$ cat src/rtl/display_scanner_if.sv
// Signal bundle between the stopwatch counter side and the seven-segment scanner.
// The master drives the BCD value and display controls; the slave drives the pins.
interface display_scanner_if;
   logic [15:0] number;
   logic        dp_enable;
   logic        blank_leading_zero;
   logic [6:0]  segments;
   logic        dp;
   logic [3:0]  digit_select;
   logic        frame_done;

   modport master (
      output number, dp_enable, blank_leading_zero,
      input  segments, dp, digit_select, frame_done
   );

   modport slave (
      input  number, dp_enable, blank_leading_zero,
      output segments, dp, digit_select, frame_done
   );
endinterface

$ cat src/rtl/display_scanner.sv
// Multiplexed 4-digit seven-segment scanner for a packed BCD MM:SS value.
// The value is snapshotted once per frame so a count update never tears across digits.
module display_scanner #(
   parameter int unsigned DIGIT_PERIOD_CYCLES = 100_000,
   parameter int unsigned BLANK_CYCLES        = 16,
   parameter bit          ACTIVE_LOW          = 1'b1
) (
   input logic              clk,
   input logic              rst,
   display_scanner_if.slave bus
);
   localparam int unsigned    PW      = $clog2(DIGIT_PERIOD_CYCLES);
   localparam logic [PW-1:0]  P_MAX   = PW'(DIGIT_PERIOD_CYCLES - 1);
   localparam logic [PW-1:0]  P_BLANK = PW'(BLANK_CYCLES);

   logic [PW-1:0] p;
   logic [1:0]    i;
   logic [15:0]   s;

   logic          p_wrap;
   logic          i_wrap;
   logic          blanking;
   logic [3:0]    d;
   logic [6:0]    glyph;
   logic [6:0]    seg_lit;
   logic [3:0]    sel_lit;
   logic          dp_lit;

   always_comb begin
      p_wrap   = (p == P_MAX);
      i_wrap   = p_wrap && (i == 2'd3);
      blanking = (p < P_BLANK);
      d        = s[{i, 2'b00} +: 4];

      unique case (d)
         4'd0:    glyph = 7'h3F;
         4'd1:    glyph = 7'h06;
         4'd2:    glyph = 7'h5B;
         4'd3:    glyph = 7'h4F;
         4'd4:    glyph = 7'h66;
         4'd5:    glyph = 7'h6D;
         4'd6:    glyph = 7'h7D;
         4'd7:    glyph = 7'h07;
         4'd8:    glyph = 7'h7F;
         4'd9:    glyph = 7'h6F;
         default: glyph = 7'h40;
      endcase

      seg_lit = glyph;
      if (bus.blank_leading_zero && (i == 2'd3) && (d == 4'd0))
         seg_lit = '0;
      if (blanking)
         seg_lit = '0;

      // Ghost suppression: every digit is off at the start of each dwell.
      sel_lit = blanking ? 4'b0000 : (4'b0001 << i);
      dp_lit  = !blanking && (i == 2'd2) && bus.dp_enable;
   end

   always_ff @(posedge clk) begin
      if (rst) begin
         p                <= '0;
         i                <= '0;
         s                <= '0;
         bus.frame_done   <= 1'b0;
         bus.segments     <= {7{ACTIVE_LOW}};
         bus.dp           <= ACTIVE_LOW;
         bus.digit_select <= {4{ACTIVE_LOW}};
      end else begin
         p <= p_wrap ? '0 : p + 1'b1;
         if (p_wrap)
            i <= i + 2'd1;
         if (i_wrap)
            s <= bus.number;
         bus.frame_done   <= i_wrap;
         bus.segments     <= seg_lit ^ {7{ACTIVE_LOW}};
         bus.dp           <= dp_lit ^ ACTIVE_LOW;
         bus.digit_select <= sel_lit ^ {4{ACTIVE_LOW}};
      end
   end
endmodule

$ cat src/flat_wrapper.sv
// flat-port wrapper written by rule: the top's interface ports become plain ports
module display_scanner_flat 
#(
   parameter int unsigned DIGIT_PERIOD_CYCLES = 100_000,
   parameter int unsigned BLANK_CYCLES        = 16,
   parameter bit          ACTIVE_LOW          = 1'b1
)
  (clk, rst, bus_number, bus_dp_enable, bus_blank_leading_zero, bus_segments, bus_dp, bus_digit_select, bus_frame_done);
  display_scanner_if bus_i ();
  input logic clk;
  input logic rst;
  input wire logic [$bits(bus_i.number)-1:0] bus_number;
  input wire logic [$bits(bus_i.dp_enable)-1:0] bus_dp_enable;
  input wire logic [$bits(bus_i.blank_leading_zero)-1:0] bus_blank_leading_zero;
  output wire logic [$bits(bus_i.segments)-1:0] bus_segments;
  output wire logic [$bits(bus_i.dp)-1:0] bus_dp;
  output wire logic [$bits(bus_i.digit_select)-1:0] bus_digit_select;
  output wire logic [$bits(bus_i.frame_done)-1:0] bus_frame_done;
  assign bus_i.number = bus_number;
  assign bus_i.dp_enable = bus_dp_enable;
  assign bus_i.blank_leading_zero = bus_blank_leading_zero;
  assign bus_segments = bus_i.segments;
  assign bus_dp = bus_i.dp;
  assign bus_digit_select = bus_i.digit_select;
  assign bus_frame_done = bus_i.frame_done;
  display_scanner #(.DIGIT_PERIOD_CYCLES(DIGIT_PERIOD_CYCLES), .BLANK_CYCLES(BLANK_CYCLES), .ACTIVE_LOW(ACTIVE_LOW)) u_core (.clk(clk), .rst(rst), .bus(bus_i));
endmodule
$ cat config.mk
export PLATFORM = sky130hd
export DESIGN_NAME = display_scanner_flat
export DESIGN_NICKNAME = d
export VERILOG_FILES = /design/src/rtl/display_scanner_if.sv /design/src/rtl/display_scanner.sv /design/src/flat_wrapper.sv
export SDC_FILE = /design/constraint.sdc
export NUM_CORES = 1
export LEC_CHECK = 0
export BUFFER_PORTS_ARGS = -buffer_cell sky130_fd_sc_hd__buf_2
export CAP_MARGIN = 20
export CORE_UTILIZATION = 50
export CTS_BUF_LIST = sky130_fd_sc_hd__clkbuf_4 sky130_fd_sc_hd__clkbuf_8
export DETAILED_ROUTE_END_ITERATION = 8
export PLACE_DENSITY = 0.76
export SETUP_SLACK_MARGIN = 0.02
export SLEW_MARGIN = 20
export SYNTH_ARGS = -nofsm -noshare
export SYNTH_HDL_FRONTEND = slang
export SYNTH_SLANG_ARGS = --single-unit
$ cat constraint.sdc
create_clock -name clk -period 2.5 [get_ports clk]
set_input_delay 0.5 -clock clk [delete_from_list [all_inputs] [get_ports clk]]
set_output_delay 0.5 -clock clk [all_outputs]
set_load 0.01 [all_outputs]
== Yosys cells after proc, flatten, opt, wreduce, memory -nomap -nowiden ==
Memory sizes are Yosys's and may differ from the RTL's.
Index checks and enable logic that the tools add are counted.

* Register bits: 48
* ROM bits: 112
* Input bits: 20
* Output and inout bits: 13
* Logic and storage cells: 30
* Memories: 1

* Add/subtract/negate cells: 2
* Order comparisons: 1
* Eq/ne operators: 3
* Shift operators: 2
* Muxes and demuxes: 3
* Bitwise gates (word level): 3
* Reduce and logical (&&, ||, !) cells: 8

{| class="wikitable"
|+ Memory list
! memory !! depth !! bits a word !! read ports !! clocked after Yosys merged registers in !! wr ports !! line !! text
|-
| (name not given) || 16 || 7 || 1 || 0 || 0 || display_scanner.sv:35 || <nowiki>unique case (d)</nowiki>
|}

{| class="wikitable"
|+ Operators with widths
! kind !! count
|-
| 17-bit by 1-bit adder with 17-bit output, second input constant || 1
|-
| 17-bit equality test, second input constant || 1
|-
| 17-bit by 5-bit less-than comparator with 1-bit output, second input constant || 1
|-
| 16-bit by 5-bit indexed part select with 4-bit output || 1
|-
| 7-bit two-way mux || 2
|-
| 7-bit inverter || 1
|-
| 1-bit logical AND || 5
|-
| 2-bit equality test, second input constant || 2
|-
| 4-bit logical NOT || 1
|-
| 4-bit two-way mux || 1
|-
| 4-bit inverter || 1
|-
| 1-bit by 2-bit << shifter with 4-bit output, first input constant || 1
|-
| 2-bit by 1-bit adder with 2-bit output, second input constant || 1
|-
| 2-bit OR reduction || 1
|-
| 1-bit logical NOT || 1
|-
| 1-bit inverter || 1
|}

== Longest topological paths before layout ==
Gate-level depths: netlist of the first run.

* Depth after elaboration: 6
* Depth in mapped cells: 8
* Mapped depth without buffers: 7

== Least setup slack after synthesis of the first run ==
OpenSTA, ideal clock, no wires.

* Path type: register to register
* Start: register u_core.i[0]
* End: register u_core.bus.segments[2]
* Library setup time: 0.087 ns
* Arrival: 2.000 ns
* Data required time: 2.413 ns
* Slack: 0.413 ns
* Cell stages (with the launch flop): 9
* Path buffers: 1
* Clock period less this slack: 2.087 ns
* Path through: dfxtp_1 > buf_2 > mux4_2 > inv_1 > ha_1 > inv_1 > nor4_1 > and3b_1 > o31ai_1

* Cells in the longest elaborated chain, start to end: 6
* Elaborated cells on any way between the ends: 9
* Those cells by class: eq/ne: 1; shift: 1; mux: 2; bitwise: 1; reduce/logical: 3; memory: 1

{| class="wikitable"
|+ RTL lines
! item !! line !! text
|-
| start: declaration || display_scanner.sv:17 || <nowiki>logic [1:0] i;</nowiki>
|-
| start signal: assignment || display_scanner.sv:72 || <nowiki>i <= i + 2'd1;</nowiki>
|-
| parallel branches: the longest is 3 deep, another holds memory 16 x 7 bit || n/a ||
|-
| 7-bit two-way mux (*) || display_scanner.sv:50 || <nowiki>if (bus.blank_leading_zero && (i == 2'd3) && (d == 4'd0))</nowiki>
|-
| 7-bit two-way mux (*) || display_scanner.sv:52 || <nowiki>if (blanking)</nowiki>
|-
| 7-bit inverter (no line) (*) || n/a ||
|-
| end signal: assignment || display_scanner.sv:66 || <nowiki>bus.segments <= {7{ACTIVE_LOW}};</nowiki>
|-
| end signal: assignment || display_scanner.sv:76 || <nowiki>bus.segments <= seg_lit ^ {7{ACTIVE_LOW}};</nowiki>
|-
| end: declaration || display_scanner_if.sv:19 || <nowiki>output segments, dp, digit_select, frame_done</nowiki>
|}

Every way passes the cells marked *.
A chain may end at the register's enable or synchronous reset.

== Worst setup path after layout of the first run ==
* Start: register u_core.i[0]
* End: register u_core.bus.segments[0]

Same word-level chain as after synthesis.

==> results of run 1 <==
cell type report:
class                   instances  area share, %
inverters                      11          1.653
clock buffers                   5          2.756
repair buffers                 35          7.315
well taps                      50          2.505
multi-input cells             165          47.29
flip-flops and latches         48          38.48
through the flow:
stage / worst slack [ps] / utilization, %
finish: 227.9 / 60.27
global route: 34.74 / 60.27
CTS: 226.1 / 60.27
detailed placement: 266.3 / 58.61
global placement: 387.4 / 58.61
floorplan: 412.5 / -
cells by family (layout without fill, tap and decap cells):
kind of cell	count (synthesis)	in the layout	share of synthesized area, %
flops	48	48	43.00
xor+xnor	11	11	4.311
mux	20	20	11.20
fa+ha+maj	11	11	6.159
buf+inv	21	51	4.143
compound gates	24	24	5.936
simple gates	99	99	25.25
worst max-delay path by stage:
stage	slack (ps)	to	cells after the start	start
detailed placement	270	u_core.bus.segments[0]	7	u_core.i[0]
finish	230	u_core.bus.segments[0]	7	u_core.i[0]
global route	30	u_core.bus.segments[0]	7	u_core.i[0]
global placement	390	u_core.bus.segments[2]	7	u_core.i[0]
CTS	230	u_core.bus.segments[0]	7	u_core.i[0]
floorplan	410	u_core.bus.segments[2]	8	u_core.i[0]
cell usage in the layout, fill, tap and decap left out, drive strengths merged, types with 5 or more instances in the layout:
cell type,n
clkbuf,5
buf,35
o21ai,11
nand2,11
nor2,18
inv,11
nor4,5
a21oi,8
dfxtp,48
ha,11
nand3,10
xnor2,7
nand2b,33
mux2i,16
metal layers:
metal	global-route usage, %	vias up	wire length (um)
li1	-	857	-
met4	6.888	0	55
met3	5.428	6	156
met1	24.85	742	1944
met5	0	-	0
met2	28.28	28	1723
power by group through the flow:
stage,Combinational (mW),Sequential (mW),Clock (mW)
after detailed placement,0.0471,0.790,0
final,0.0466,0.772,0.409
after global placement,0.0469,0.790,0
after CTS,0.0473,0.772,0.425
after global routing,0.0520,0.773,0.458
after floorplan,0.0289,0.789,0
flip-flops by register name, summed over array words and instances, names as in the netlist:
signal,cells
u_core.bus.digit_select,4
u_core.bus.dp,1
u_core.bus.frame_done,1
u_core.bus.segments,7
u_core.i,2
u_core.p,17
u_core.s,16
worst max-delay path, delay by kind of cell (launching register included):
kind | cells | cell delay [ps]
buf+inv | 2 | 190
simple gates | 2 | 630
compound gates | 1 | 90
fa+ha+maj | 1 | 170
mux | 1 | 630
flops | 1 | 490
==> reports/results.tsv, run 1 <==
stage	metric	value	unit
status	outcome	completed	
clocking	cts.sinks	48	
timing	fin_tns_setup	0	ps
setup_path	worstPathCellList	mux4_2, inv_1, ha_1, inv_1, nor4_1, and3b_1, o21ai_0	
timing	finalHoldViolCount	0	
floorplanning	die_w	68.85	um
clocking	post-cts-setup-buffers	0	
setup_path	r2r_start	u_core.i[0]	
setup_path	arrival	2490	ps
yosys	synth_seq_cells	48	
timing	drv_slew	0	
timing	finClkSkew	5.318	ps
timing	max_freq	440.1	MHz
final_layout	final-seq-area	960.9	sq um
clocking	cts_hold_buf	0	
power_and_ir_drop	internal_power	0.9736	mW
detailed_routing	postRouteWirelength	3.880	mm
setup_path	crit_type	flip-flop to flip-flop	
timing	maxSlewHeadroom	63.92	%
yosys	synthDistinctLibCells	36	
run	maxCapViolations	0	
setup_path	start_kind	flip-flop	
timing	grt_setup_unrepaired	no	
setup_path	r2r-end	u_core.bus.segments[0]	
yosys	syn-num-nets	265	
floorplanning	fp.dieH	68.85	um
floorplanning	die_area	4740	sq um
timing	whs	388.9	ps
clocking	cts_root_buffer	clkbuf_8	
yosys	yosys.area.top_type_share	43.00	%
yosys	synth.avg_cell_area	9.550	sq um
clocking	clock_latency	290	ps
global_route	grt_pass1_vias	1360	
clocking	htree_num_levels	2	
power_and_ir_drop	power_density	491.4	nW/um^2
setup_path	required	2720	ps
final_layout	multi_input_area	1181	sq um
global_route	grt_max_degree	39	
clocking	post_cts_resize_count	0	
yosys	yosysWarnings	0	
yosys	synth_edf_count	0	
yosys	ys_top_cells_by_area	dfxtp_1 43%, nand2b_1 9.2%, mux2i_1 7.2%	
floorplanning	start_util	53.93	%
power_and_ir_drop	clkPwrFrac	33.3	%
detailed_routing	firstDrtPassIters	4	
detailed_routing	drt.antenna.violating_nets	0	
timing	setup_viol	0	
timing	finalCritPeriodShare	90.88	%
floorplanning	design.core.area	4144	sq um
setup_path	crit_path_end_kind	flip-flop	
worst_hold_path	worstHoldStart	bus_dp_enable	
placement	dp_hpwl	2.750	mm
final_layout	drive_above_1_share	18.18	%
clocking	cts.clk_slew.worst_paths	80	ps
timing	fin_crit	2272	ps
timing	worst_slew_pin_slew	541.1	ps
setup_path	r2r_cells	7	
global_route	grt_pass1_wl	6.368	mm
setup_path	cp_slowest_cell	mux4_2	
power_and_ir_drop	comb_power_share	3.8	%
worst_hold_path	min_path_type	input pin to flip-flop	
final_layout	areaGrowthSynthToFinish	11.76	%
detailed_routing	drc	0	
yosys	synth_cells	234	
placement	port_buffers	32	
yosys	ys_seq_area_share	43.00	%
power_and_ir_drop	p_sw_share	20.66	%
setup_path	worstPathMaxFanout	6	
global_route	gr-total-overflow	0	
yosys	yosysMostFrequentCell	dfxtp_1	
power_and_ir_drop	vdd.ir_drop.worst	222.9	uV
detailed_routing	drt-initial-drc-count	75	
yosys	syn_area	2235	sq um
yosys	synth_top_area_cell	dfxtp_1	
worst_hold_path	hold_end	u_core.bus.dp	
clocking	cts_tree	done	
global_route	antenna_found_initial	0	
placement	place_area	2429	sq um
power_and_ir_drop	seq_power_share	62.9	%
clocking	cts.path.max_buffers	2	
clocking	numCtsBuffers	5	
power_and_ir_drop	power.switching	0.2535	mW
power_and_ir_drop	leakage	0.8900	nW
setup_path	cp_common_cell	inv_1	
final_layout	fin_cells	314	
setup_path	reg2reg_slack	230	ps
global_route	grtUsageTotal	18.62	%
detailed_routing	vias_per_cell	5.201	
final_layout	antennaDiodeCount	0	
placement	gp_congestion	0.8805	
detailed_routing	wl_per_cell	12.36	um
floorplanning	row_count	23	
yosys	ys.flop_type	dfxtp_1	
yosys	synthArstFlopShare	0	%
power_and_ir_drop	total_power	1.227	mW
final_layout	fillCellCount	392	
detailed_routing	dr_total_vias	1633	
worst_hold_path	holdPathStages	2	
final_layout	nets	297	
final_layout	finalInstanceArea	2497	sq um
yosys	synthTopCellsByCount	48 x dfxtp_1, 33 x nand2b_1, 18 x nor2_1	
floorplanning	ioPinCount	33	
placement	dp.cells	309	
setup_path	critPathMaxStageDelay	630	ps
Power figures use the tool's default switching activity.
==> run 2: changes to the inputs <==
- CELL_PAD_IN_SITES_DETAIL_PLACEMENT: default -> 2
- CELL_PAD_IN_SITES_GLOBAL_PLACEMENT: default -> 2
- CORE_UTILIZATION: 50 -> 36
- PLACE_DENSITY: 0.76 -> 0.85
==> run 2 against run 1 <==
Against the previous run:
- non-clock buffer count unchanged
- sequential share of layout area decreased by 1.1 points
- via count rose by 9.6%
- maximum frequency increased by 2.0%
- critical path depth stayed put
- final area up 3.0%
- largest cell class unchanged
- global-route usage is 0.98 points higher
- clock-buffer cell count rose by 1
- final cell count rose by 8.9%
- worst setup slack improved by 46 ps
==> reports/results.tsv, run 2 (synthesis results as in run 1) <==
stage	metric	value	unit	change
status	outcome	completed		
floorplanning	ioPinCount	33		unchanged
final_layout	nets	297		unchanged
placement	place_area	2460	sq um	+1.3%
timing	maxSlewHeadroom	60.83	%	-3.1 points
clocking	post_cts_resize_count	0		unchanged
global_route	grt_pass1_wl	9.611	mm	+51%
final_layout	final-seq-area	960.9	sq um	unchanged
clocking	cts_tree	done		
final_layout	drive_above_1_share	19.10	%	+0.92 points
power_and_ir_drop	power_density	543.9	nW/um^2	+11%
placement	dp.cells	334		+8.1%
setup_path	cp_slowest_cell	mux4_2		
floorplanning	fp.dieH	80.79	um	+17%
floorplanning	row_count	28		+22%
timing	fin_crit	2227	ps	-45.54 ps
clocking	clock_latency	300	ps	about the same
clocking	cts_hold_buf	0		unchanged
timing	whs	383.8	ps	-5.138 ps
setup_path	start_kind	flip-flop		
run	maxCapViolations	0		unchanged
detailed_routing	drt-initial-drc-count	60		-20%
setup_path	required	2730	ps	about the same
detailed_routing	drt.antenna.violating_nets	0		unchanged
clocking	htree_num_levels	2		unchanged
timing	max_freq	449.1	MHz	+2.0%
timing	fin_tns_setup	0	ps	unchanged
timing	drv_slew	0		unchanged
global_route	gr-total-overflow	0		unchanged
final_layout	largest_reg_flops	17		unchanged
timing	finClkSkew	5.668	ps	+0.3498 ps
detailed_routing	firstDrtPassIters	4		unchanged
timing	setup_viol	0		unchanged
global_route	antenna_found_initial	0		unchanged
floorplanning	die_area	6526	sq um	+38%
clocking	cts.path.max_buffers	2		unchanged
final_layout	areaGrowthSynthToFinish	15.06	%	
placement	dp_hpwl	4.122	mm	+50%
final_layout	fillCellCount	664		+69%
clocking	cts.sinks	48		unchanged
placement	gp_congestion	0.7569		-14%
setup_path	critPathMaxStageDelay	620	ps	about the same
final_layout	layout_common_cells	48 x dfxtp_1, 33 x nand2b_1, 32 x buf_2		
detailed_routing	wl_per_cell	17.02	um	+38%
setup_path	worstPathCellList	mux4_2, inv_1, ha_1, inv_1, nor4_1, and3b_1, o31ai_1		
final_layout	final_common_cell	dfxtp_1		
detailed_routing	dr_total_vias	1790		+9.6%
power_and_ir_drop	leakage	0.9126	nW	+2.5%
placement	port_buffers	32		unchanged
clocking	cts_root_buffer	clkbuf_8		
global_route	grt_max_degree	39		unchanged
final_layout	fin_cells	342		+8.9%
setup_path	worstPathMaxFanout	6		unchanged
final_layout	regMostFlops	u_core.p		
detailed_routing	drc	0		unchanged
global_route	grtUsageTotal	19.60	%	+0.98 points
clocking	post-cts-setup-buffers	0		unchanged
worst_hold_path	min_path_type	input pin to flip-flop		
final_layout	multi_input_area	1181	sq um	unchanged
power_and_ir_drop	vdd.ir_drop.worst	222.3	uV	-0.25%
setup_path	crit_type	flip-flop to flip-flop		
final_layout	finalInstanceArea	2571	sq um	+3.0%
floorplanning	design.core.area	5956	sq um	+44%
timing	worst_slew_pin_slew	587.5	ps	+46.40 ps
clocking	numCtsBuffers	5		unchanged
clocking	cts.clk_slew.worst_paths	90	ps	about the same
timing	finalHoldViolCount	0		unchanged
setup_path	cp_common_cell	inv_1		
timing	grt_setup_unrepaired	no		
setup_path	crit_path_end_kind	flip-flop		
floorplanning	die_w	80.79	um	+17%
global_route	grt_pass1_vias	1917		+41%
detailed_routing	vias_per_cell	5.234		+0.64%
detailed_routing	postRouteWirelength	5.822	mm	+50%
floorplanning	start_util	37.52	%	-16 points
final_layout	largestRegisters	u_core.p: 17 flops, u_core.s: 16 flops, u_core.bus.segments: 7 flops		
timing	finalCritPeriodShare	89.06	%	-1.8 points
setup_path	arrival	2450	ps	-40 ps
final_layout	antennaDiodeCount	0		unchanged
## run 2: cell count changes in the layout (fill, tap and decap cells not counted), sizes merged
cell	before	now
bufinv	0	1
clkbuf	5	6
clkinv	0	1
## run 2: stage by stage
step           worst slack, ps  utilization (%)  total power [mW]
2_1_floorplan            412.5                -            0.8182
3_3_place_gp             480.1            41.30            0.8385
3_5_place_dp             289.8            41.30            0.8419
4_1_cts                  258.1            43.17             1.414
5_1_grt                  73.98            43.17             1.456
6_report                 273.5            43.17             1.399
## run 2: worst max-delay path: cells and delay by family, from the launching register on
family,cells,cell delay [ps]
compound gates,1,70
fa+ha+maj,1,170
buf+inv,2,200
flops,1,440
mux,1,620
simple gates,2,650
## run 2: cell type report
cell class | instances | share of cell area, %
Clock buffer | 6 | 2.968
Clock inverter | 2 | 1.363
Inverter | 11 | 1.606
Multi-Input combinational cell | 165 | 45.94
Sequential cell | 48 | 37.37
Tap cell | 75 | 3.650
Timing Repair Buffer | 35 | 7.105
## run 2: per-layer routing
metal	wire [um]	track usage (%)
met1	2583	23.48
met2	2977	34.83
met3	176	3.933
met4	84	6.607
met5	0	0
## run 2: worst paths after layout
| check | start | slack, ps | cells past startpoint | endpoint |
|---|---|---|---|---|
| worst min-delay path | bus_dp_enable | 380 | 2 | u_core.bus.dp |
| worst max-delay path | u_core.i[0] | 270 | 7 | u_core.bus.segments[2] |
| worst min register to register | u_core.p[0] | 480 | 1 | u_core.p[0] |
| worst max register to register | u_core.i[0] | 270 | 7 | u_core.bus.segments[2] |
## run 2: where the power goes
| part | total (mW) | leakage, nW | internal [mW] | switching, mW |
|---|---|---|---|---|
| Combinational | 0.0511 | 0.466 | 0.0254 | 0.0257 |
| Sequential | 0.772 | 0.388 | 0.768 | 0.00398 |
| Clock | 0.576 | 0.0586 | 0.308 | 0.267 |
| Total | 1.40 | 0.913 | 1.10 | 0.297 |
